==> src/rtl/bcd_conv_arbiter.sv <==
// bcd_conv_arbiter: four-requester round-robin arbiter feeding one shared
// 4-bit binary to 2-digit BCD converter with a held, timeout-guarded output.
//
// Ports:
//   clk, rst_n   : clock, synchronous active-low reset
//   req[3:0]     : request lines, one per requester
//   bin_in[15:0] : operands, nibble i belongs to requester i
//   gnt[3:0]     : one-hot grant pulse, operand captured on previous edge
//   bcd_out[7:0] : registered result, [7:4] tens, [3:0] units
//   out_id[1:0]  : owner of bcd_out
//   out_valid    : result valid
//   out_ready    : consumer accept
//   busy         : not idle
//   timeout_err  : pulse when a held result is dropped

module bcd_conv_arbiter #(
    parameter int TIMEOUT = 16
) (
    input  logic        clk,
    input  logic        rst_n,
    input  logic [3:0]  req,
    input  logic [15:0] bin_in,
    output logic [3:0]  gnt,
    output logic [7:0]  bcd_out,
    output logic [1:0]  out_id,
    output logic        out_valid,
    input  logic        out_ready,
    output logic        busy,
    output logic        timeout_err
);

    typedef enum logic [1:0] {
        IDLE = 2'd0,
        CONV = 2'd1,
        HOLD = 2'd2
    } state_t;

    localparam logic [7:0] TLIM =
        (TIMEOUT == 0) ? 8'd0 : 8'(TIMEOUT - 1);

    state_t      state;
    state_t      nstate;
    logic [1:0]  ptr;
    logic [1:0]  id_q;
    logic [3:0]  bin_q;
    logic [7:0]  cnt;
    logic [1:0]  win;
    logic [1:0]  idx;
    logic        found;
    logic [7:0]  conv;
    logic        expire;

    // Round-robin search upward from ptr; 2-bit index wraps mod 4.
    always_comb begin
        win   = ptr;
        idx   = ptr;
        found = 1'b0;
        for (int i = 0; i < 4; i++) begin
            idx = ptr + 2'(i);
            if (!found && req[idx]) begin
                win   = idx;
                found = 1'b1;
            end
        end
    end

    assign conv = (bin_q < 4'd10) ? {4'h0, bin_q}
                                  : {4'h1, bin_q - 4'd10};

    // Accept has priority: expire only matters while out_ready is low.
    assign expire = (TIMEOUT != 0) && !out_ready && (cnt == TLIM);

    // State register
    always_ff @(posedge clk) begin
        if (!rst_n) state <= IDLE;
        else        state <= nstate;
    end

    // Next-state logic
    always_comb begin
        nstate = state;
        unique case (state)
            IDLE: if (|req) nstate = CONV;
            CONV: nstate = HOLD;
            HOLD: if (out_ready || expire) nstate = IDLE;
            default: nstate = IDLE;
        endcase
    end

    // Output logic
    assign busy = (state != IDLE);

    // Registered datapath and output pulses
    always_ff @(posedge clk) begin
        if (!rst_n) begin
            ptr         <= '0;
            id_q        <= '0;
            bin_q       <= '0;
            cnt         <= '0;
            gnt         <= '0;
            bcd_out     <= '0;
            out_id      <= '0;
            out_valid   <= 1'b0;
            timeout_err <= 1'b0;
        end else begin
            gnt         <= '0;
            timeout_err <= 1'b0;
            unique case (state)
                IDLE: begin
                    if (|req) begin
                        bin_q <= bin_in[{win, 2'b00} +: 4];
                        id_q  <= win;
                        gnt   <= 4'b0001 << win;
                    end
                end
                CONV: begin
                    bcd_out   <= conv;
                    out_id    <= id_q;
                    out_valid <= 1'b1;
                    cnt       <= '0;
                end
                HOLD: begin
                    if (out_ready) begin
                        out_valid <= 1'b0;
                        ptr       <= id_q + 2'd1;
                    end else if (expire) begin
                        out_valid   <= 1'b0;
                        ptr         <= id_q + 2'd1;
                        timeout_err <= 1'b1;
                    end else if (TIMEOUT != 0) begin
                        cnt <= cnt + 8'd1;
                    end
                end
                default: ;
            endcase
        end
    end

endmodule

==> config.mk <==
export PLATFORM = sky130hd
export DESIGN_NAME = bcd_conv_arbiter
export DESIGN_NICKNAME = d
export VERILOG_FILES = /design/src/rtl/bcd_conv_arbiter.sv
export SDC_FILE = /design/constraint.sdc
export NUM_CORES = 1
export LEC_CHECK = 0
export BUFFER_PORTS_ARGS = -buffer_cell sky130_fd_sc_hd__buf_2
export CAP_MARGIN = 20
export CORE_ASPECT_RATIO = 1.1
export CORE_MARGIN = 4
export CORE_UTILIZATION = 52
export DETAILED_ROUTE_END_ITERATION = 10
export GPL_ROUTABILITY_DRIVEN = 1
export PLACE_DENSITY = 0.9
export SLEW_MARGIN = 20
export SYNTH_ARGS = -nofsm -noshare
export SYNTH_HDL_FRONTEND = slang
export SYNTH_SLANG_ARGS = --single-unit
==> constraint.sdc <==
create_clock -name clk -period 2.1 [get_ports clk]
set_clock_uncertainty 0.15 [all_clocks]
set_input_delay 0.315 -clock clk [delete_from_list [all_inputs] [get_ports clk]]
set_output_delay 0.315 -clock clk [all_outputs]
set_load 0.02 [all_outputs]
Yosys cells after proc, flatten, opt, wreduce, memory -nomap -nowiden
Cells that the tools add are included. W data, S select, Z words.

Output and inout port bits: 17. Bits in registers: 34.

Bitwise logic cells: 2. Shift operators: 2. $lt $le $gt $ge: 5. Mux-type cells: 27. Equal/unequal tests: 8. Reduce and logical (&&, ||, !) cells: 21. Add/subtract/negate cells: 6.

Operator list (number): $mux W8 (2); $pmux W8 S2 (1); $shiftx A16 B5 Y4 (1); $mux W2 (7); $lt A2 B3 Y1 const B (4); $mux W1 (10); $add A8 B1 Y8 const B (1); $bmux W1 S2 (4); $eq A8 B4 Y1 const B (1); $ne A2 B2 Y1 const B (4); $reduce_and A2 Y1 (4); $pmux W2 S3 (1); $reduce_and A3 Y1 (2); $reduce_bool A2 Y1 (3); $mux W5 (1); $add A2 B1 Y2 const B (2); $add A2 B2 Y2 const B (2); $logic_and A1 B1 Y1 (4); $logic_not A1 Y1 (4); $lt A4 B4 Y1 const B (1); $reduce_or A4 Y1 (1); $shl A1 B2 Y4 const A (1); $sub A4 B4 Y4 const B (1); $ne A3 B3 Y1 const B (1); 7 further kinds (8).

Logic depth before layout (Yosys ltp)
Gate-level depths: netlist of run 1.

Depth after elaboration: 13. Gate-level depth with buffers: 7. Depth with buffers taken out: 7.

Worst setup path before layout of run 1
No wires, ideal clock.

Path kind: register -> register. Start point: register cnt[0]. End point: register cnt[7]. Path buffers: 0. Cell stages (with the launch flop): 7. Clock period less this slack: 1821 ps. Setup time: 70 ps. Data arrival time: 1601 ps. Slack: 279 ps. Cells stage by stage: dfxtp_1 -> ha_1 -> and3_4 -> a21oi_2 -> o2111ai_1 -> or3_1 -> a21oi_1.

Word-level cells in the longest chain between the ends: 4. Elaborated cells between the ends (all ways): 8.

RTL lines: start: declaration (RTL line 46) `logic [7:0] cnt;`; start signal: assignment (RTL line 131) `cnt <= cnt + 8'd1;`; $add A8 B1 Y8 / $eq A8 B4 Y1 (equally long branches) (RTL line 131, 71); $mux W8 / $logic_and A1 B1 Y1 (equally long branches) (RTL line 126, 71); $mux W8 / $ne A2 B2 Y1 (equally long branches); $pmux W8 S2 / $reduce_and A3 Y1 (equally long branches).

Parallel ways exist; a longest one is shown, timed or not. The select of a mux whose other input is x is not followed. A chain may end at the register's enable or synchronous reset.

Worst setup path after layout of run 1
Same ends and word-level chain as after synthesis.

==> results of run 1 <==
sequential cells by signal, indices dropped and copies added (netlist names):
| signal | flops |
|---|---|
| bin_q | 4 |
| cnt | 8 |
| timeout_err | 1 |
| gnt | 4 |
| bcd_out | 5 |
| out_valid | 1 |
| ptr | 2 |
| out_id | 2 |
| id_q | 2 |
| state | 2 |
logic make-up (layout without fill, tap and decap cells):
group,Yosys count,in the layout
AO/OA/AOI/OAI,39,39
XOR/XNOR,6,6
adder cells (fa/ha/maj),5,5
buffers and inverters,21,57
flip-flops,31,31
multiplexers,14,14
other,1,3
AND/OR/NAND/NOR,57,57
metal layers:
layer,wire [um],GRT usage,share of wire
met1,1440,0.222,0.46
met2,1390,0.243,0.45
met3,194,0.0547,0.063
met4,85,0.0894,0.027
met5,0,0,0
final cells by class:
type	instances	share of cell area
inverter	11	0.0230
sequential	31	0.346
clock buffer	6	0.0286
multi-input combinational	124	0.463
timing repair buffer	39	0.113
clock inverter	1	0.00279
tap	33	0.0230
through the flow:
step | cells | setup WS [ps] | instance area [sq um] | hold slack [ps]
global placement | 238 | 294 | 1740 | 304
detailed placement | 238 | 249 | 1740 | 313
CTS | 245 | 230 | 1790 | 126
floorplan | 176 | 279 | 1590 | 302
global route | 245 | 110 | 1790 | 135
finish | 245 | 219 | 1790 | 135
cell usage in the layout, fill, tap and decap left out, types with 5 or more instances in the layout:
master    count
ha_1          5
inv_1         9
clkbuf_4      5
mux2i_1      14
a21oi_1      14
xor2_1        5
nor2_1       23
nand2_1       8
nand3_1       7
o211ai_1      6
dfxtp_1      31
buf_2        36
power by group:
group	switching [uW]	internal (uW)	total [uW]
clock	201	155	356
combinational	175	122	297
sequential	34.7	627	662
total	411	904	1320
how the worst min path moves through the flow:
stage                                  from                       to  slack, ps  cells after the start
floorplan             bin_q[0]$_SDFFE_PN0P_    bin_q[0]$_SDFFE_PN0P_        300                      2
detailed placement  bcd_out[4]$_SDFFE_PN0P_  bcd_out[4]$_SDFFE_PN0P_        310                      2
finish                                rst_n    state[0]$_SDFFE_PN0P_        140                      2
global placement    bcd_out[4]$_SDFFE_PN0P_  bcd_out[4]$_SDFFE_PN0P_        300                      2
global route                          rst_n    state[0]$_SDFFE_PN0P_        130                      2
CTS                                   rst_n    state[0]$_SDFFE_PN0P_        130                      2
worst max-delay path, delay by kind of cell, from the launching register on:
family / cells / cell delay [ps]
adder cells (fa/ha/maj): 1 / 240
flip-flops: 1 / 350
AND/OR/NAND/NOR: 2 / 600
AO/OA/AOI/OAI: 3 / 470
synthesized netlist by cell type (4+ instances only):
cell	instances	area (sq um)
ha_1	5	62.6
nand2b_1	4	25.0
nand2_1	8	30.0
o211ai_1	6	45.0
xor2_1	5	43.8
inv_1	9	33.8
mux2i_1	14	140
dfxtp_1	31	621
a21oi_1	14	70.1
nand3_1	7	35.0
nor2_1	23	86.3
o221ai_1	4	35.0
==> run_results.csv, run 1 <==
group,metric,value,unit
critical_path,critPathCapture,"cnt[7]$_SDFFE_PN0P_",
timing,fin_crit_sh,0.896,
final_layout,regArea,621,sq um
clock_network,cts_tree,"yes",
grt,grt_max_degree,17,
worst_hold_path,holdCritPathClass,"in -> reg",
yosys,async_reset_ff_frac,0,
clock_network,numCtsBuffers,5,
clock_network,htreeDepth,2,
critical_path,cp.arrival,1990,ps
floorplanning,dieHeight,65.9,um
detailed_routing,totalWireLength,3100,um
critical_path,cp_slowest_stage_delay,390,ps
critical_path,critPathKind,"reg -> reg",
floorplanning,rows,20,
critical_path,crit_path_top_delay_cell,"or3_1",
power_and_ir_drop,power.leakage,0.000769,uW
grt,antenna_found_initial,0,
timing,fin_setup_tns,0,ps
critical_path,r2r-end,"cnt[7]$_SDFFE_PN0P_",
grt,first_global_vias,1167,
detailed_routing,drt_iter0_markers,53,
yosys,synth_edf_count,0,
grt,grt_pass1_wl,5060,um
detailed_routing,dr.pass1.iters,4,
power_and_ir_drop,power_density,734,nW/um^2
timing,rsz0062_at_grt,"no",
final_layout,final_nets,240,
floorplanning,num_io_pins,40,
critical_path,startpoint,"cnt[0]$_SDFFE_PN0P_",
final_layout,diodes,0,
grt,grt_usage,0.170,
floorplanning,die_w,60.6,um
job,cap_viol_max_count,0,
final_layout,syn2layout_area_growth,13.1,%
placed_design,place.detailed.hpwl,2270,um
yosys,ys.flop_type,"dfxtp_1",
yosys,syn_avg_cell_area,9.11,sq um
final_layout,drive_gt1_frac,0.250,
yosys,yosysUniqueCellTypes,43,
timing,hold_viol_final,0,
clock_network,postCtsSetupBuffers,0,
yosys,synth-compound-area-share,0.166,
critical_path,rr_worst_depth,6,
final_layout,fill_cells,263,
power_and_ir_drop,p_total,1320,uW
yosys,muxShareOfSynthArea,0.0884,
timing,fmax,532,MHz
critical_path,cp_max_fo,5,
final_layout,utilization,0.629,
clock_network,clock-sinks,31,
detailed_routing,vias,1335,
clock_network,clkLatencyLatePin,330,ps
yosys,synth-xor-area-share,0.0331,
detailed_routing,drt-vias-per-instance,5.45,
timing,setup_viol,0,
placed_design,io_buffer_count,36,
floorplanning,dieArea,4000,sq um
yosys,synth_seq_cells,31,
clock_network,ctsResizeCount,0,
yosys,synthAdderAreaFrac,0.0395,
power_and_ir_drop,ir_drop,0.423,mV
placed_design,place.gp.congestion,0.932,
critical_path,r2r-start,"cnt[0]$_SDFFE_PN0P_",
yosys,synth_top_family_by_area,"simple AND/OR/NAND/NOR gates",
final_layout,multiInputGateArea,831,sq um
floorplanning,core_area,2850,sq um
clock_network,ctsHoldBuffers,0,
yosys,synth-simple-area-share,0.190,
timing,final_max_slew_viol_count,0,
critical_path,crit_path_start_kind,"flip-flop",
clock_network,root_buffer,"clkbuf_4",
critical_path,crit_required,2210,ps
critical_path,ff2ff_setup_slack,220,ps
timing,fin_crit,1880,ps
clock_network,clock_path_buffers,2,
critical_path,cp_cell_sequence,"ha_1 -> and3_4 -> a21oi_2 -> o2111ai_1 -> or3_1 -> a21oi_1",
critical_path,endpoint_kind,"flip-flop",
yosys,synth_area,1590,sq um
detailed_routing,drc,0,
detailed_routing,ant_nets,0,
status,status,"finished clean",
detailed_routing,wl_per_cell,12.7,um
floorplanning,start_util,0.556,
clock_network,clk_pin_slew_worst_paths,100,ps
grt,grt.overflow.total,0,
yosys,yosys_warnings,0,
yosys,synth-seq-area-share,0.391,
yosys,synthCells,174,
Note: power is estimated with default switching activity, not from simulation.
==> inputs of run 2 (changes only) <==
- PLACE_DENSITY: 0.9 -> not set
- PLACE_DENSITY_LB_ADDON: not set -> 0.05
- clock period: 2.1 -> 1.8 ns (I/O delays scaled with it)
==> run 2 against run 1 <==
- count of clock-buffer cells in the layout stayed put
- first-iteration DRC count decreased by 32%
- via count is 3.4% higher
- critical path depth stayed put
- critical endpoint unchanged
- highest routed layer unchanged
==> run_results.csv, run 2 (synthesis gave the netlist of run 1 again) <==
group,metric,value,unit
status,status,"finished clean",
detailed_routing,drt_iter0_markers,36,
floorplanning,core_area,2850,sq um
worst_hold_path,holdCritPathClass,"in -> reg",
detailed_routing,dr.pass1.iters,4,
clock_network,cts_tree,"yes",
floorplanning,dieArea,4000,sq um
clock_network,ctsHoldBuffers,0,
floorplanning,dieHeight,65.9,um
timing,final_max_slew_viol_count,0,
clock_network,clock-sinks,31,
detailed_routing,met3_wirelength,119,um
power_and_ir_drop,ir_drop,0.828,mV
floorplanning,num_io_pins,40,
final_layout,reg_top3,"cnt x8, bcd_out x5",
floorplanning,die_w,60.6,um
final_layout,utilization,0.671,
detailed_routing,vias,1380,
final_layout,syn2layout_area_growth,20.8,%
grt,antenna_found_initial,0,
final_layout,top_register,"cnt",
detailed_routing,drc,0,
detailed_routing,highest_layer,"met4",
job,cap_viol_max_count,0,
timing,setup_viol,0,
detailed_routing,wl_per_cell,12.8,um
floorplanning,start_util,0.556,
placed_design,io_buffer_count,36,
critical_path,cp.arrival,1810,ps
timing,fin_crit_sh,0.948,
final_layout,drive_gt1_frac,0.308,
grt,first_global_vias,1269,
clock_network,root_buffer,"clkbuf_4",
grt,grt.overflow.total,0,
clock_network,clkLatencyLatePin,320,ps
critical_path,crit_path_start_kind,"flip-flop",
timing,fin_crit,1710,ps
final_layout,diodes,0,
clock_network,numCtsBuffers,5,
final_layout,largest_reg_flops,8,
timing,fmax,586,MHz
timing,rsz0062_at_grt,"no",
final_layout,fin_area,1910,sq um
grt,grt_usage,0.179,
floorplanning,rows,20,
detailed_routing,wl_met2,1730,um
grt,grt_pass1_wl,5490,um
placed_design,place.detailed.hpwl,2580,um
detailed_routing,totalWireLength,3280,um
timing,hold_viol_final,0,
detailed_routing,drt-vias-per-instance,5.37,
detailed_routing,wl_met1,1360,um
grt,grt_max_degree,17,
critical_path,crit_required,1910,ps
placed_design,place.gp.congestion,0.776,
critical_path,cp_max_fo,4,
clock_network,clock_path_buffers,2,
final_layout,final_nets,252,
power_and_ir_drop,power_density,810,nW/um^2
clock_network,htreeDepth,2,
clock_network,clk_pin_slew_worst_paths,100,ps
final_layout,final_cell_mix,"buf_2 (36), dfxtp_1 (30), nor2_1 (22)",
final_layout,fill_cells,259,
final_layout,layout_commonest_cell,"buf_2",
detailed_routing,ant_nets,0,
critical_path,endpoint_kind,"flip-flop",
power_and_ir_drop,power.leakage,0.000842,uW
placed_design,place_area,1830,sq um
critical_path,critPathKind,"reg -> reg",
-- run 2: cell types whose count changed in the layout (fill, tap and decap cells not counted), sizes merged --
cell	previous run	this run
buf	39	51
-- run 2: path summary, 6_finish.rpt --
path / cells past startpoint / to / slack (ps) / from
setup / recovery: 6 / cnt[7]$_SDFFE_PN0P_ / 90 / cnt[1]$_SDFFE_PN0P_
hold / removal: 3 / bin_q[1]$_SDFFE_PN0P_ / 100 / bin_in[1]
setup reg to reg: 6 / cnt[7]$_SDFFE_PN0P_ / 90 / cnt[1]$_SDFFE_PN0P_
hold reg to reg: 2 / bcd_out[3]$_SDFFE_PN0P_ / 320 / bcd_out[3]$_SDFFE_PN0P_
-- run 2: critical path, cell delays in order, from the launching register on --
cell	delay (ps)
dfxtp_2	340
ha_1	190
and3_4	200
a21oi_4	160
o2111ai_2	130
or3_1	330
a21oi_1	140
-- run 2: metrics by stage --
step | total power, uW | setup TNS (ps) | worst slack, ps | instances | hold slack [ps]
after detailed placement | 1150 | -112 | -40.2 | 249 | 308
after global placement | 1140 | 0 | 37.9 | 249 | 301
after floorplan | 1050 | 0 | 34.4 | 176 | 302
after CTS | 1560 | 0 | 20.2 | 257 | 94.2
after global routing | 1640 | 0 | 16.5 | 257 | 107
final | 1550 | 0 | 93.5 | 257 | 100
-- run 2: final cells by class --
cell class                      instances  area, sq um  area share
Clock buffer                            6         51.3      0.0268
Clock inverter                          1         5.00     0.00261
Inverter                               11         41.3      0.0216
Multi-Input combinational cell        124          861       0.450
Sequential cell                        31          622       0.325
Tap cell                               33         41.3      0.0216
Timing Repair Buffer                   51          293       0.153
-- run 2: where the power goes --
part	internal [uW]	total, uW	leakage [uW]	switching (uW)
Clock	181	405	0.0000341	224
Sequential	732	769	0.000253	37.2
Combinational	161	378	0.000555	216
Total	1070	1550	0.000842	478
-- run 2: metal layers --
layer | track usage | vias up
met5 | 0 | -
met4 | 0.0678 | 0
met1 | 0.208 | 640
li1 | - | 710
met3 | 0.0430 | 9
met2 | 0.310 | 21
-- run 2: what timing repair did --
item | CTS | global route
resized for setup | 0 | 5
pin swaps | 1 | 2
endpoints found under the hold margin | 0 | 0
endpoints found under the setup margin | 1 | 6
setup buffers | 1 | 0
==> inputs of run 3 (changes only) <==
--- a/config.mk
+++ b/config.mk
@@ -10,5 +10,6 @@
 export CORE_ASPECT_RATIO = 1.1
 export CORE_MARGIN = 4
-export CORE_UTILIZATION = 52
+export CORE_UTILIZATION = 31
+export CTS_CLUSTER_DIAMETER = 30
 export DETAILED_ROUTE_END_ITERATION = 10
 export GPL_ROUTABILITY_DRIVEN = 1
==> constraint.sdc (replaced) <==
create_clock -name clk -period 1.8 [get_ports clk]
set_clock_uncertainty 0.15 [all_clocks]
set_input_delay 0.18 -clock clk [delete_from_list [all_inputs] [get_ports clk]]
set_output_delay 0.18 -clock clk [all_outputs]
set_load 0.02 [all_outputs]
==> run 3 against run 2 <==
- critical path depth did not move
- utilization fell by 27 points
- non-clock buffer count fell by 2
==> run_results.csv, run 3 (synthesis gave the netlist of run 1 again) <==
group,metric,value,unit
status,status,"finished clean",
grt,grt_usage,0.121,
detailed_routing,drc,0,
placed_design,place.gp.congestion,0.761,
power_and_ir_drop,p_comb_frac,0.222,
timing,fmax,576,MHz
critical_path,cp_cell_sequence,"ha_1 -> and3_4 -> a21oi_4 -> o2111ai_2 -> or3_1 -> a21oi_2",
final_layout,final_nets,250,
detailed_routing,vias,1369,
power_and_ir_drop,p_sw_frac,0.295,
detailed_routing,ant_nets,0,
power_and_ir_drop,p_sw,524,uW
critical_path,cp_top_family,"simple AND/OR/NAND/NOR gates",
power_and_ir_drop,clkPwrFrac,0.344,
final_layout,final_cell_mix,"buf_2 (36), dfxtp_1 (30), nor2_1 (23)",
critical_path,cp_slowest_stage_delay,350,ps
final_layout,top_register,"cnt",
power_and_ir_drop,power.leakage,0.000853,uW
critical_path,endpoint_kind,"flip-flop",
critical_path,cp.arrival,1800,ps
critical_path,crit_required,1870,ps
timing,fin_crit,1740,ps
grt,antenna_found_initial,0,
placed_design,io_buffer_count,36,
critical_path,cp_max_fo,5,
floorplanning,die_w,76.2,um
clock_network,htreeDepth,2,
detailed_routing,totalWireLength,3750,um
clock_network,clock_path_buffers,2,
floorplanning,core_area,4970,sq um
grt,grt_pass1_wl,6220,um
placed_design,place_area,1860,sq um
timing,rsz0062_at_grt,"yes",
clock_network,clk_pin_slew_worst_paths,70,ps
timing,fin_crit_sh,0.964,
critical_path,crit_path_start_kind,"flip-flop",
grt,first_global_vias,1366,
power_and_ir_drop,pwr-share-seq,0.434,
clock_network,numCtsBuffers,5,
floorplanning,start_util,0.319,
floorplanning,dieHeight,83,um
detailed_routing,wl_per_cell,13.4,um
job,cap_viol_max_count,0,
detailed_routing,drt_iter0_markers,53,
critical_path,crit_path_top_delay_cell,"or3_1",
worst_hold_path,holdCritPathClass,"in -> reg",
placed_design,place.detailed.hpwl,2810,um
grt,grt.overflow.total,0,
floorplanning,rows,27,
critical_path,critPathKind,"reg -> reg",
final_layout,fin_area,1990,sq um
final_layout,syn2layout_area_growth,25.7,%
timing,final.hold.worst_slack,35.3,ps
final_layout,reg_top3,"cnt x8, bcd_out x5",
final_layout,fill_cells,514,
final_layout,layout_commonest_cell,"buf_2",
final_layout,diodes,0,
final_layout,drive_gt1_frac,0.305,
critical_path,crit_buf_inv,0,
clock_network,postCtsSetupBuffers,0,
timing,hold_viol_final,0,
clock_network,root_buffer,"clkbuf_8",
floorplanning,num_io_pins,40,
detailed_routing,drt-vias-per-instance,4.87,
clock_network,clkLatencyLatePin,280,ps
detailed_routing,dr.pass1.iters,4,
clock_network,cts_tree,"yes",
timing,final_max_slew_viol_count,0,
placed_design,pre_cts_slack,28.0,ps
clock_network,clock-sinks,31,
floorplanning,dieArea,6320,sq um
timing,setup_viol,0,
grt,grt_max_degree,17,
power_and_ir_drop,intPower,1250,uW
power_and_ir_drop,power_density,891,nW/um^2
final_layout,largest_reg_flops,8,
timing,fin_ws,64.6,ps
power_and_ir_drop,ir_drop,0.423,mV
## run 3: cell count changes in the layout (fill, tap and decap cells not counted), sizes merged
cell    delta
buf        -2
clkinv     -1
clkbuf     +2
## run 3: cell type report
class                   count  area [sq um]  share of cell area
multi-input cells         124           866               0.435
flip-flops and latches     31           622               0.312
repair buffers             49           290               0.146
clock buffers               8           100              0.0503
well taps                  58          72.6              0.0364
inverters                  11          41.3              0.0207
## run 3: routing by layer
metal / part of all wire / global-route usage
met2: 0.51 / 0.208
met4: 0.017 / 0.0525
met1: 0.43 / 0.136
met5: 0 / 0
met3: 0.043 / 0.0369
## run 3: final timing paths
kind / start / end / slack [ps] / cells after the start
worst max-delay path: cnt[0]$_SDFFE_PN0P_ / cnt[7]$_SDFFE_PN0P_ / 60 / 6
worst min-delay path: bin_in[2] / bin_q[2]$_SDFFE_PN0P_ / 40 / 3
worst max register to register: cnt[0]$_SDFFE_PN0P_ / cnt[7]$_SDFFE_PN0P_ / 60 / 6
worst min register to register: bcd_out[3]$_SDFFE_PN0P_ / bcd_out[3]$_SDFFE_PN0P_ / 330 / 2
## run 3: power by group through the flow
stage                     combinational [uW]  clock, uW  sequential [uW]
after floorplan                          253          0              801
after global placement                   380          0              786
after detailed placement                 384          0              787
after CTS                                390        635              772
after global routing                     440        662              779
final                                    393        611              771
## run 3: stage by stage
| stage | power [uW] | instances | TNS (ps) | utilization |
|---|---|---|---|---|
| after floorplan | 1050 | 176 | 0 | - |
| after global placement | 1170 | 273 | 0 | 0.375 |
| after detailed placement | 1170 | 273 | 0 | 0.375 |
| after CTS | 1800 | 281 | 0 | 0.395 |
| after global routing | 1880 | 281 | -7.56 | 0.401 |
| final | 1780 | 281 | 0 | 0.401 |
## run 3: repair_timing
item | in CTS | in global routing
setup endpoints to repair | 0 | 6
resized for setup | 0 | 7
hold buffers | 0 | 0
## run 3: tightest hold or removal path: stages
cell and delay [ps]:
buf_2 70, mux2i_1 50, o221ai_1 130
